## config.mk

```make
export PLATFORM = sky130hd
export DESIGN_NAME = program_loader
export DESIGN_NICKNAME = d
export VERILOG_FILES = /design/src/rtl/program_loader.sv
export SDC_FILE = /design/constraint.sdc
export NUM_CORES = 1
export LEC_CHECK = 0
export BUFFER_PORTS_ARGS = -buffer_cell sky130_fd_sc_hd__buf_2
export CORE_AREA = 5 5 101 103
export DETAILED_ROUTE_END_ITERATION = 16
export DIE_AREA = 0 0 106 108
export PLACE_DENSITY = 0.89
export SLEW_MARGIN = 20
export SYNTH_ARGS = -nofsm -noshare
export SYNTH_HDL_FRONTEND = slang
export SYNTH_SLANG_ARGS = --single-unit
```

## constraint.sdc

```tcl
create_clock -name clk -period 3.45 [get_ports clk]
set_input_delay 0.345 -clock clk [delete_from_list [all_inputs] [get_ports clk]]
set_output_delay 0.345 -clock clk [all_outputs]
set_load 0.05 [all_outputs]
```

## src/rtl/program_loader.sv

```systemverilog
// Byte-stream program loader: assembles little-endian words from a host link,
// writes them into instruction memory and holds the CPU in reset until loaded.
module program_loader #(
   parameter int                    MEMORY_DEPTH = 32,
   parameter int                    DATA_WIDTH   = 32,
   parameter logic [DATA_WIDTH-1:0] BASE_ADDRESS = DATA_WIDTH'(32'h0040_0000)
) (
   input  logic                  clk,
   input  logic                  reset,
   input  logic                  start_i,
   input  logic [7:0]            byte_i,
   input  logic                  byte_valid_i,
   output logic                  byte_ready_o,
   output logic                  mem_write_o,
   output logic [DATA_WIDTH-1:0] mem_address_o,
   output logic [DATA_WIDTH-1:0] mem_data_o,
   output logic                  cpu_reset_o,
   output logic                  busy_o,
   output logic                  done_o,
   output logic                  error_o,
   output logic [15:0]           words_written_o
);

   typedef enum logic [2:0] {
      S_IDLE,
      S_HDR_LO,
      S_HDR_HI,
      S_BYTES,
      S_WRITE,
      S_DONE,
      S_ERROR
   } state_t;

   state_t                state_q, state_d;
   logic [15:0]           count_q, count_d;
   logic [1:0]            idx_q, idx_d;
   logic [23:0]           word_q, word_d;
   logic [15:0]           words_written_q, words_written_d;
   logic [DATA_WIDTH-1:0] mem_address_q, mem_address_d;
   logic [DATA_WIDTH-1:0] mem_data_q, mem_data_d;

   logic        accept;
   logic [15:0] hdr_count;
   logic        can_start;

   assign accept    = byte_valid_i & byte_ready_o;
   assign hdr_count = {byte_i, count_q[7:0]};
   assign can_start = start_i & ((state_q == S_IDLE) | (state_q == S_DONE) | (state_q == S_ERROR));

   always_ff @(posedge clk) begin
      if (reset) begin
         state_q         <= S_IDLE;
         count_q         <= '0;
         idx_q           <= '0;
         word_q          <= '0;
         words_written_q <= '0;
         mem_address_q   <= BASE_ADDRESS;
         mem_data_q      <= '0;
      end else begin
         state_q         <= state_d;
         count_q         <= count_d;
         idx_q           <= idx_d;
         word_q          <= word_d;
         words_written_q <= words_written_d;
         mem_address_q   <= mem_address_d;
         mem_data_q      <= mem_data_d;
      end
   end

   always_comb begin
      state_d = state_q;
      unique case (state_q)
         S_IDLE:   if (start_i) state_d = S_HDR_LO;
         S_HDR_LO: if (accept) state_d = S_HDR_HI;
         S_HDR_HI: begin
            if (accept) begin
               if (hdr_count == 16'd0)
                  state_d = S_DONE;
               else if (hdr_count > 16'(MEMORY_DEPTH))
                  state_d = S_ERROR;
               else
                  state_d = S_BYTES;
            end
         end
         S_BYTES:  if (accept && idx_q == 2'd3) state_d = S_WRITE;
         S_WRITE:  state_d = ((words_written_q + 16'd1) < count_q) ? S_BYTES : S_DONE;
         S_DONE,
         S_ERROR:  if (start_i) state_d = S_HDR_LO;
         default:  state_d = S_IDLE;
      endcase
   end

   // Datapath: the fourth byte bypasses the lane register and forms the
   // write word directly, so the strobe can follow in the very next cycle.
   always_comb begin
      count_d         = count_q;
      idx_d           = idx_q;
      word_d          = word_q;
      words_written_d = words_written_q;
      mem_address_d   = mem_address_q;
      mem_data_d      = mem_data_q;
      if (can_start) words_written_d = '0;
      if (state_q == S_HDR_LO && accept) count_d[7:0] = byte_i;
      if (state_q == S_HDR_HI && accept) begin
         count_d[15:8] = byte_i;
         idx_d         = '0;
      end
      if (state_q == S_BYTES && accept) begin
         idx_d = idx_q + 2'd1;
         unique case (idx_q)
            2'd0: word_d[7:0]   = byte_i;
            2'd1: word_d[15:8]  = byte_i;
            2'd2: word_d[23:16] = byte_i;
            default: begin
               mem_data_d    = DATA_WIDTH'({byte_i, word_q});
               mem_address_d = BASE_ADDRESS + (DATA_WIDTH'(words_written_q) << 2);
            end
         endcase
      end
      if (state_q == S_WRITE) words_written_d = words_written_q + 16'd1;
   end

   always_comb begin
      byte_ready_o = 1'b0;
      mem_write_o  = 1'b0;
      cpu_reset_o  = 1'b1;
      busy_o       = 1'b0;
      done_o       = 1'b0;
      error_o      = 1'b0;
      unique case (state_q)
         S_HDR_LO, S_HDR_HI, S_BYTES: begin
            byte_ready_o = 1'b1;
            busy_o       = 1'b1;
         end
         S_WRITE: begin
            mem_write_o = 1'b1;
            busy_o      = 1'b1;
         end
         S_DONE: begin
            done_o      = 1'b1;
            cpu_reset_o = 1'b0;
         end
         S_ERROR: error_o = 1'b1;
         default: ;
      endcase
   end

   assign mem_address_o   = mem_address_q;
   assign mem_data_o      = mem_data_q;
   assign words_written_o = words_written_q;

endmodule
```

==> out/qor.csv <==
stage;metric;value;unit
finish;Syn-to-layout area delta;12.3;%
logic_synthesis;async set-or-reset flop fraction in the synthesized netlist;0;%
clock_network;post-CTS repair timing setup buffer count;0;
min_path;Worst Hold Class;in2reg;
logic_synthesis;Synth Flop Type;dfxtp_1;
clock_network;clk slew on worst S/H paths;100;ps
logic_synthesis;Seq/Total Area, Yosys;44.3;%
critical_path;WP buf/inv;0;
critical_path;Worst EP required;3720;ps
placed_design;Final HPWL DP;8390;µm
clock_network;Hold-fix buffers, CTS;0;
floorplan;Starting Density;54.1;%
timing;Setup violations, final;0;
finish;post-route cell area;5530;µm²
floorplan;die area;11400;µm²
clock_network;CTS buffer count;9;
critical_path;Slowest-stage cell, CP;dfxtp_1;
finish;ANT cells;0;
clock_network;CTS-repair resized insts;0;
logic_synthesis;number of synthesized flops with an enable pin;0;
pwr;Leak;0.00222;µW
logic_synthesis;combinational family with the most area after synthesis;simple AND/OR/NAND/NOR gates;
grt;GRT Overall Usage;20.2;%
floorplan;IO Pins;98;
timing;Slew @ Worst Pin;868;ps
critical_path;Max FO, Critical Path;8;
grt;vias in the first global route;4166;
grt;initial antenna violation count;0;
route;DR DRC count;0;
critical_path;delay-heaviest family, CP;compound AO/OA/AOI/OAI gates;
timing;fin crit share;88.3;%
logic_synthesis;Post-Synth Simple-Gate Area;24.0;%
finish;Layout Cells excl Fill;812;
clock_network;clk sinks;109;
route;DRT iter0 DRCs;204;
logic_synthesis;Synth Area in Compound Gates;16.0;%
logic_synthesis;area share of the largest cell type after synthesis;44.3;%
finish;Filler Cell Count;829;
timing;Hold Vio Cnt, Final;0;
critical_path;CP Cell Sequence;ha_1, nand3_1, nor2_1, nand3_1, xnor2_1, ha_1, a21oi_1, nand2_1, a221oi_1, a21oi_1, a211o_1;
logic_synthesis;synth cell count leaders;nand2_1 (157), dfxtp_1 (109), a21oi_1 (106), nor2_1 (38), nand3_1 (33);
logic_synthesis;Yosys reg bits;109;
timing;Slew HR;41.7;%
pwr;Worst IR Drop VDD;277;µV
run_status;run status;finished clean;
logic_synthesis;Post-Syn Area;4920;µm²
logic_synthesis;Synth Area per Inst;7.74;µm²
floorplan;die width;106;µm
finish;layout cell share with drive strength beyond 1;15.1;%
finish;# nets final;729;
pwr;pwr/cell area;443;nW/µm²
timing;Max Clock Skew;8.92;ps
logic_synthesis;Adder-Cell Fraction of Synth Area;5.08;%
timing;setup TNS;0;ps
clock_network;clk_lat worst skew;370;ps
timing;FMAX;0.328;GHz
critical_path;CP Class;reg2reg;
logic_synthesis;synthesized instance count;636;
logic_synthesis;cell taking the most area after synthesis;dfxtp_1;
grt;pin count of the biggest net entering global routing;62;
route;routed wire length per instance;14.1;µm
grt;first-pass GRT wire length;19100;µm
critical_path;nature of the critical path endpoint;register;
grt;met1 Use GR;24.1;%
floorplan;Die H;108;µm
critical_path;R2R cell count;11;
logic_synthesis;top-count cell post-synth;nand2_1;
logic_synthesis;multiplexer share of the synthesized area;0.407;%
grt;gr busiest metal;met2;
route;Total Routed Length;11400;µm
clock_network;Clock Path Buffers;2;
critical_path;CP arrival;3310;ps
grt;grt ovf;0;
logic_synthesis;Synth Area in XOR/XNOR;2.85;%
logic_synthesis;Synth area leaders;dfxtp_1 (44%), nand2_1 (12%), a21oi_1 (11%);
min_path;Hold Crit Depth;3;
route;TritonRoute pass-1 iters;5;
placed_design;placed insts;797;
logic_synthesis;warnings from Yosys;0;
logic_synthesis;Yosys cell types;51;
run;max_cap viols;0;
route;vias;4438;
finish;Final Util;60.7;%
route;routed vias/inst;5.47;
timing;Final Slew Violations;0;
critical_path;startpoint types;register;
placed_design;Port Buffers;81;
clock_network;CTS tree;built;
critical_path;Critical Path Stages;11;
route;number of routed nets with antenna violations;0;
floorplan;row count;35;
timing;RSZ-0062 raised after global routing;no;
placed_design;GPL Wtd Cong;0.893;
clock_network;H-tree depth;3;
grt;routing usage on met3;5.37;%
timing;fin crit period;3050;ps
floorplan;Core Footprint;9110;µm²
grt;M2 GR Usage;36.6;%
critical_path;Largest stage delay, worst path;470;ps
clock_network;Root Buffer;clkbuf_8;
placed_design;placed inst area;5330;µm²
worst paths after layout:
kind,startpoint,to,slack (ps)
setup / recovery,words_written_o[0]$_SDFFE_PP0P_,state_q[2]$_SDFFE_PP0P_,400
hold / removal,byte_i[3],mem_data_o[27]$_SDFFE_PP0P_,280
setup reg to reg,words_written_o[0]$_SDFFE_PP0P_,state_q[2]$_SDFFE_PP0P_,400
hold reg to reg,mem_data_o[31]$_SDFFE_PP0P_,mem_data_o[31]$_SDFFE_PP0P_,460
worst reg2reg max path, stage by stage (launching register included):
cell	delay, ps
dfxtp_1	470
ha_1	270
nand3_1	210
nor2_1	330
nand3_1	170
xnor2_1	160
ha_1	310
a21oi_1	150
nand2_1	70
a221oi_1	410
a21oi_1	120
a211o_1	270
layout by cell type, fill, tap and decap left out, drive strengths merged, types with 15 or more instances in the layout:
cell   synthesis  final
nand2        157    157
dfxtp        109    109
a21oi        106    106
buf           26     86
nor2          38     38
nand3         33     33
inv           25     27
ha            20     20
conb           2     16
o21ai         15     15
registers in the layout (all words and copies together), names as in the netlist:
signal and count:
mem_data_o 32, word_q 24, count_q 16, mem_address_o 16, words_written_o 16, state_q 3
idx_q 2
per-layer routing:
| metal | up-vias | share of wire, % | wire length (µm) |
|---|---|---|---|
| met5 | - | 0 | 0 |
| met2 | 130 | 50 | 5660 |
| li1 | 2217 | - | - |
| met4 | 0 | 1.3 | 143 |
| met3 | 14 | 6.2 | 710 |
| met1 | 2077 | 43 | 4900 |
stage by stage:
stage               setup WS (ps)  power [µW]  hold WS [ps]
floorplan                     376        1620           432
global placement              561        1670           438
detailed placement            402        1680           443
CTS                           385        2470           280
global route                 84.1        2560           280
finish                        404        2450           280
power by group:
part | internal (µW) | total [µW] | switching, µW
clock network | 347 | 793 | 446
registers | 1280 | 1310 | 32.2
logic | 97.6 | 343 | 245
total | 1720 | 2450 | 723
layout make-up:
cell class,count,area [µm²],area share [%]
multi-input cells,466,2440,44.2
well taps,111,139,2.51
inverters,25,93.8,1.70
repair buffers,86,468,8.46
flip-flops and latches,109,2180,39.4
clock buffers,9,124,2.24
clock inverters,6,82.6,1.49
kinds of logic (layout without fill, tap and decap cells):
kind of cell	Yosys count	in the layout
xor+xnor	16	16
compound gates	144	144
other cells	2	16
fa+ha+maj	20	20
buf+inv	75	126
mux	2	2
flops	109	109
simple gates	268	268
Note: power is estimated with default switching activity, not from simulation.
